### config.mk
export PLATFORM = sky130hd
export DESIGN_NAME = cv32e40p_register_file_mp_sb
export DESIGN_NICKNAME = d
export VERILOG_FILES = /design/src/rtl/cv32e40p_register_file_mp_sb.sv
export SDC_FILE = /design/constraint.sdc
export NUM_CORES = 2
export LEC_CHECK = 0
export BUFFER_PORTS_ARGS = -buffer_cell sky130_fd_sc_hd__buf_2
export CORE_UTILIZATION = 30
export DETAILED_ROUTE_END_ITERATION = 8
export HOLD_SLACK_MARGIN = 0.05
export PLACE_DENSITY = 0.51
export SLEW_MARGIN = 5
export SYNTH_ARGS = -nofsm -noshare
export SYNTH_HDL_FRONTEND = slang
export SYNTH_SLANG_ARGS = --single-unit
### constraint.sdc
create_clock -name clk -period 1.8 [get_ports clk]
set_input_delay 0.09 -clock clk [delete_from_list [all_inputs] [get_ports clk]]
set_output_delay 0.09 -clock clk [all_outputs]
set_load 0.02 [all_outputs]
### src/rtl/cv32e40p_register_file_mp_sb.sv
// Multi-port flip-flop register file with optional FP bank, write-to-read bypass,
// per-register busy scoreboard and a sequential clear engine.
module cv32e40p_register_file_mp_sb #(
    parameter int ADDR_WIDTH = 6,
    parameter int DATA_WIDTH = 32,
    parameter int FPU        = 0,
    parameter int ZFINX      = 0,
    parameter int NUM_RPORTS = 3,
    parameter int NUM_WPORTS = 2,
    parameter int BYPASS     = 0
) (
    input  logic                                   clk,
    input  logic                                   rst_n,
    input  logic [NUM_RPORTS-1:0][ADDR_WIDTH-1:0]  raddr_i,
    output logic [NUM_RPORTS-1:0][DATA_WIDTH-1:0]  rdata_o,
    output logic [NUM_RPORTS-1:0]                  rbusy_o,
    input  logic [NUM_WPORTS-1:0][ADDR_WIDTH-1:0]  waddr_i,
    input  logic [NUM_WPORTS-1:0][DATA_WIDTH-1:0]  wdata_i,
    input  logic [NUM_WPORTS-1:0]                  we_i,
    input  logic                                   rsv_valid_i,
    input  logic [ADDR_WIDTH-1:0]                  rsv_addr_i,
    output logic                                   rsv_ready_o,
    input  logic                                   clr_req_i,
    output logic                                   clr_busy_o
);

    localparam bit FP_BANK = (FPU != 0) && (ZFINX == 0);
    // Without an FP bank the address MSB is simply dropped, so both banks alias.
    localparam int IDX_W   = FP_BANK ? ADDR_WIDTH : ADDR_WIDTH - 1;
    localparam int NUM_TOT = 1 << IDX_W;

    typedef logic [IDX_W-1:0] idx_t;
    typedef enum logic {IDLE, CLEAR} state_e;

    function automatic idx_t to_idx(input logic [ADDR_WIDTH-1:0] addr);
        return addr[IDX_W-1:0];
    endfunction

    state_e                state_q;
    idx_t                  clr_idx_q;
    logic                  clr_busy_q;
    logic [DATA_WIDTH-1:0] mem_q [NUM_TOT];
    logic [DATA_WIDTH-1:0] mem_d [NUM_TOT];
    logic [NUM_TOT-1:0]    busy_q;
    logic [NUM_TOT-1:0]    busy_d;
    logic                  idle;
    idx_t                  rsv_idx;
    logic                  rsv_fire;

    // Index 0 is x0; f0 (index NUM_TOT/2 with an FP bank) is an ordinary register.
    always_comb begin
        idle        = (state_q == IDLE);
        rsv_idx     = to_idx(rsv_addr_i);
        rsv_ready_o = idle && (!busy_q[rsv_idx] || (rsv_idx == '0));
        rsv_fire    = rsv_valid_i && rsv_ready_o && (rsv_idx != '0);
    end

    always_comb begin
        mem_d  = mem_q;
        busy_d = busy_q;
        if (!idle) begin
            mem_d[clr_idx_q]  = '0;
            busy_d[clr_idx_q] = 1'b0;
        end else begin
            // Ascending loop: the highest-index port writing a register wins.
            for (int w = 0; w < NUM_WPORTS; w++) begin
                if (we_i[w] && (to_idx(waddr_i[w]) != '0)) begin
                    mem_d[to_idx(waddr_i[w])]  = wdata_i[w];
                    busy_d[to_idx(waddr_i[w])] = 1'b0;
                end
            end
            // A reservation arriving with a write to the same register must win.
            if (rsv_fire) begin
                busy_d[rsv_idx] = 1'b1;
            end
        end
    end

    always_ff @(posedge clk or negedge rst_n) begin
        if (!rst_n) begin
            for (int i = 0; i < NUM_TOT; i++) begin
                mem_q[i] <= '0;
            end
            busy_q <= '0;
        end else begin
            mem_q  <= mem_d;
            busy_q <= busy_d;
        end
    end

    always_ff @(posedge clk or negedge rst_n) begin
        if (!rst_n) begin
            state_q    <= IDLE;
            clr_idx_q  <= '0;
            clr_busy_q <= 1'b0;
        end else begin
            case (state_q)
                IDLE: begin
                    if (clr_req_i) begin
                        state_q    <= CLEAR;
                        clr_idx_q  <= '0;
                        clr_busy_q <= 1'b1;
                    end
                end
                CLEAR: begin
                    clr_idx_q <= clr_idx_q + 1'b1;
                    if (clr_idx_q == idx_t'(NUM_TOT - 1)) begin
                        state_q    <= IDLE;
                        clr_busy_q <= 1'b0;
                    end
                end
                default: begin
                    state_q    <= IDLE;
                    clr_busy_q <= 1'b0;
                end
            endcase
        end
    end

    assign clr_busy_o = clr_busy_q;

    // Bypass is suppressed while clearing because writes are being ignored then.
    always_comb begin
        for (int p = 0; p < NUM_RPORTS; p++) begin
            rdata_o[p] = (to_idx(raddr_i[p]) == '0) ? '0 : mem_q[to_idx(raddr_i[p])];
            rbusy_o[p] = busy_q[to_idx(raddr_i[p])];
            if ((BYPASS != 0) && idle && (to_idx(raddr_i[p]) != '0)) begin
                for (int w = 0; w < NUM_WPORTS; w++) begin
                    if (we_i[w] && (to_idx(waddr_i[w]) == to_idx(raddr_i[p]))) begin
                        rdata_o[p] = wdata_i[w];
                    end
                end
            end
        end
    end

endmodule

==> out/results.md <==
| Metric | Reported | Unit |
|---|---|---|
| Status | finished with violations | - |
| Violated checks | setup timing | - |
| Register bit count reported by yosys | 1063 | - |
| Post-detailed-route wirelength per cell | 37.4 | um |
| Sequential share of the synthesized area | 32.4 | % |
| Final-layout fill cell count | 25.0k | - |
| Top FF cell, synth | dfrtp_1 | - |
| DRC violations left | 0 | - |
| Final critical-path share of the clock period | 166 | % |
| Count of flip-flops with a built-in enable after synthesis | 0 | - |
| Overall power | 108 | mW |
| Tightest Hold Check Type | in -> reg | - |
| Maximum number of pins on one net before global-route repair | 55 | - |
| Area share of the largest cell type after synthesis | 32.4 | % |
| Critical register-to-register path endpoint | busy_q[14]$_DFF_PN0_ | - |
| Kind of start point of the critical path | register | - |
| Top fanout value on the critical path | 3 | - |
| Fmax achieved | 334 | MHz |
| Register-to-register setup slack | -0.45 | ns |
| Count of pins on the block boundary | 207 | - |
| Worst R2R Path Depth | 10 | - |
| Worst Setup Path Type | reg -> out | - |
| Clock latency reported for the late side of the worst-skew pair | 0.84 | ns |
| Gate count of the mapped netlist | 8035 | - |
| Arrival time reported for the critical path endpoint | 2.90 | ns |
| Total clock buffers created by CTS | 138 | - |
| Post-synthesis instance area | 82000 | um2 |
| Fraction of final layout cells sized beyond drive strength 1 | 46.3 | % |
| Syn-to-layout area delta | 43.6 | % |
| Clock tree skew after final layout | 0.0263 | ns |
| Most prevalent standard cell on the critical path | mux4_2 | - |
| Max-cap violations | 0 | - |
| Worst hold endpoint | mem_q[87]$_DFF_PN0_ | - |
| RR Startpoint | busy_q[22]$_DFF_PN0_ | - |
| Total congestion overflow after global routing | 0 | - |
| WHS Path Cells | 3 | - |
| Final-report max-slew violation count | 0 | - |
| Clk Tree Root Cell | clkbuf_16 | - |
| Endpoints failing setup | 934 | - |
| Routed wire length | 494000 | um |
| First-pass DRT Iterations | 6 | - |
| Total via count after detailed routing | 87.9k | - |
| Worst hold start | wdata_i[55] | - |
| H-tree levels | 4 | - |
| Nets in the synthesized netlist | 8146 | - |
| Die H | 525 | um |
| Clock tree from TritonCTS | built | - |
| Clock Sink Count | 1063 | - |
| Sum of net half-perimeters after detailed placement | 327000 | um |
| Max-Slew Margin vs Limit | 28.8 | % |
| Leakage power | 44.3 | nW |
| Peak VDD IR | 0.00101 | V |
| Dpl cells | 12.7k | - |
| Fin. Hold Viols | 0 | - |
| Slowest cell on the critical path | mux4_2 | - |
| Core ar. | 271000 | um2 |
| Total routing resource utilization after global routing | 34.1 | % |
| Die X-Extent | 525 | um |
| Antenna violation net count after detailed routing | 0 | - |
| Crit path cell chain | buf_4, mux4_2, mux4_2, nand2_2, o21ai_4, buf_6 | - |
| Setup slack after layout | -1.19 | ns |
| Initial core utilization | 30.2 | % |
| Worst hold slack across all endpoints | 0.105 | ns |
| Pre-CTS setup slack | -0.667 | ns |
| Peak per-stage delay on the critical path | 0.57 | ns |
| Unique cell type count in the Yosys netlist | 43 | - |
| Clock slew at the register clock pins of the worst setup and hold paths | 0.06 | ns |
| Req. time, crit path | 1.71 | ns |
| Category of the worst setup path capture point | output pin | - |
| Global-route wire length before repair | 670000 | um |
| Mean Syn Cell Area | 10.2 | um2 |
| Cell family with the largest share of critical-path delay | multiplexers | - |
| TNS Setup | -179.20 | ns |
| Via count of the first global-routing pass | 84.7k | - |
| Worst-margin pin slew | 1.07 | ns |
| IO Port Bufs | 200 | - |
| Top cells by area, synth | dfrtp_1, mux4_2, o21ai_0, o2bb2ai_1, a21oi_1 | - |
| Tmin final | 2.99 | ns |
| Longest Clk Path Bufs | 3 | - |
| Final net count | 9619 | - |
| Std cell rows | 191 | - |
| P per Cell Area | 921 | nW/um2 |
| Number of DRC markers after the initial detailed-route iteration | 11.7k | - |
| Post-layout instance count excluding filler cells | 13.2k | - |
| CP startpoint | mem_q[62]$_DFF_PN0_ | - |
| Ys async rst share | 100 | % |
| Total buffers and inverters traversed by the critical path | 2 | - |
| Cell accounting for the most synthesized area | dfrtp_1 | - |
| Via density | 6.66 | - |
| Initial antenna violation count | 44 | - |
| Setup repair after global routing missed its margin | true | - |
| Final weighted congestion in routability-driven placement | 0.968 | - |
| Die footprint | 275000 | um2 |
| Number of warnings printed during yosys synthesis | 0 | - |
-- layer usage --
metal / up-vias / GRT usage, % / part of all wire (%)
li1: 34600 / - / -
met1: 44700 / 41.6 / 35
met2: 6688 / 51.3 / 44
met3: 1931 / 8.86 / 11
met4: 16 / 26.3 / 9.9
met5: - / 0 / 0.023
-- placed cells by master, fill, tap and decap left out, drive strengths merged, types with 14 or more instances in the layout --
cell type	n
buf	2318
o21ai	1844
dfrtp	1063
mux4	990
a21oi	839
o2bb2ai	547
nand2	537
o31ai	269
mux2i	233
a22o	217
clkbuf	214
nor2	164
inv	106
dlygate4sd3	74
and2	33
clkinv	29
diode	27
bufinv	14
-- how the worst max path moves through the flow --
stage,slack [ns],end,cells past startpoint
after floorplan,-0.03,rdata_o[43],7
after global placement,-0.75,busy_q[30]$_DFF_PN0_,9
after detailed placement,-0.67,rdata_o[51],8
after CTS,-1.16,rdata_o[30],6
after global routing,-1.19,rdata_o[50],6
final,-1.19,rdata_o[94],6
-- cell families (layout without fill, tap and decap cells) --
| family | after synthesis | after routing | share of synthesized area, % |
|---|---|---|---|
| AO/OA/AOI/OAI | 3742 | 3742 | 27.3 |
| multiplexers | 1223 | 1223 | 30.0 |
| buffers and inverters | 1190 | 2761 | 6.03 |
| flip-flops | 1063 | 1063 | 32.4 |
| AND/OR/NAND/NOR | 812 | 812 | 4.14 |
| adder cells (fa/ha/maj) | 5 | 5 | 0.0763 |
| other | 0 | 27 | 0 |
-- final cells by class --
cell class / count / area [um2] / share of cell area [%]
Antenna cell: 27 / 67.6 / 0.0574
Clock buffer: 192 / 4020 / 3.42
Tap cell: 3570 / 4470 / 3.79
Timing Repair Buffer: 2416 / 26600 / 22.6
Sequential cell: 1063 / 26700 / 22.7
Clock inverter: 46 / 599 / 0.509
Inverter: 107 / 474 / 0.403
Multi-Input combinational cell: 5782 / 54800 / 46.5
-- repair_timing --
item	in CTS	in global routing
setup buffers	120	70
pin swaps	112	174
setup endpoints to repair	952	1125
cloned	35	27
endpoints found under the hold margin	2021	30
hold buffers	75	2
resized for setup	891	909
-- worst min-delay path: stages --
cell and delay, ns:
buf_2 0.37, o21ai_0 0.34, o2bb2ai_1 0.09
-- Yosys cell counts, drive strengths merged, types with 5 or more instances --
cell type  number
a21oi         839
o2bb2ai       547
dfrtp        1063
o21ai        1844
or3             6
a22o          217
inv           107
o22ai           7
clkbuf        801
mux4          990
nand2b          8
o41ai          11
nand3          10
ha              5
o31ai         269
nand3b         13
buf           282
mux2i         233
nor2          164
nor3           11
or3b           11
and2           33
nand2         537
-- state kept, by name, indices dropped and copies added, names as in the netlist --
| signal | cells |
|---|---|
| mem_q | 1024 |
| busy_q | 32 |
| clr_idx_q | 5 |
| clr_busy_o | 1 |
| state_q | 1 |
-- metrics by stage --
step | utilization, % | cell area [um2]
6_report | 43.4 | 118000
5_1_grt | 43.4 | 118000
4_1_cts | 42.3 | 115000
3_5_place_dp | 38.6 | 105000
3_3_place_gp | 38.6 | 105000
2_1_floorplan | - | 82700
-- where the power goes --
part           internal [mW]  switching, mW  leakage, nW
Combinational           22.2           24.6         27.4
Sequential              27.2           4.42         14.6
Clock                   17.5           12.5         2.29
Total                   66.9           41.5         44.3
Power figures use the tool's default switching activity.
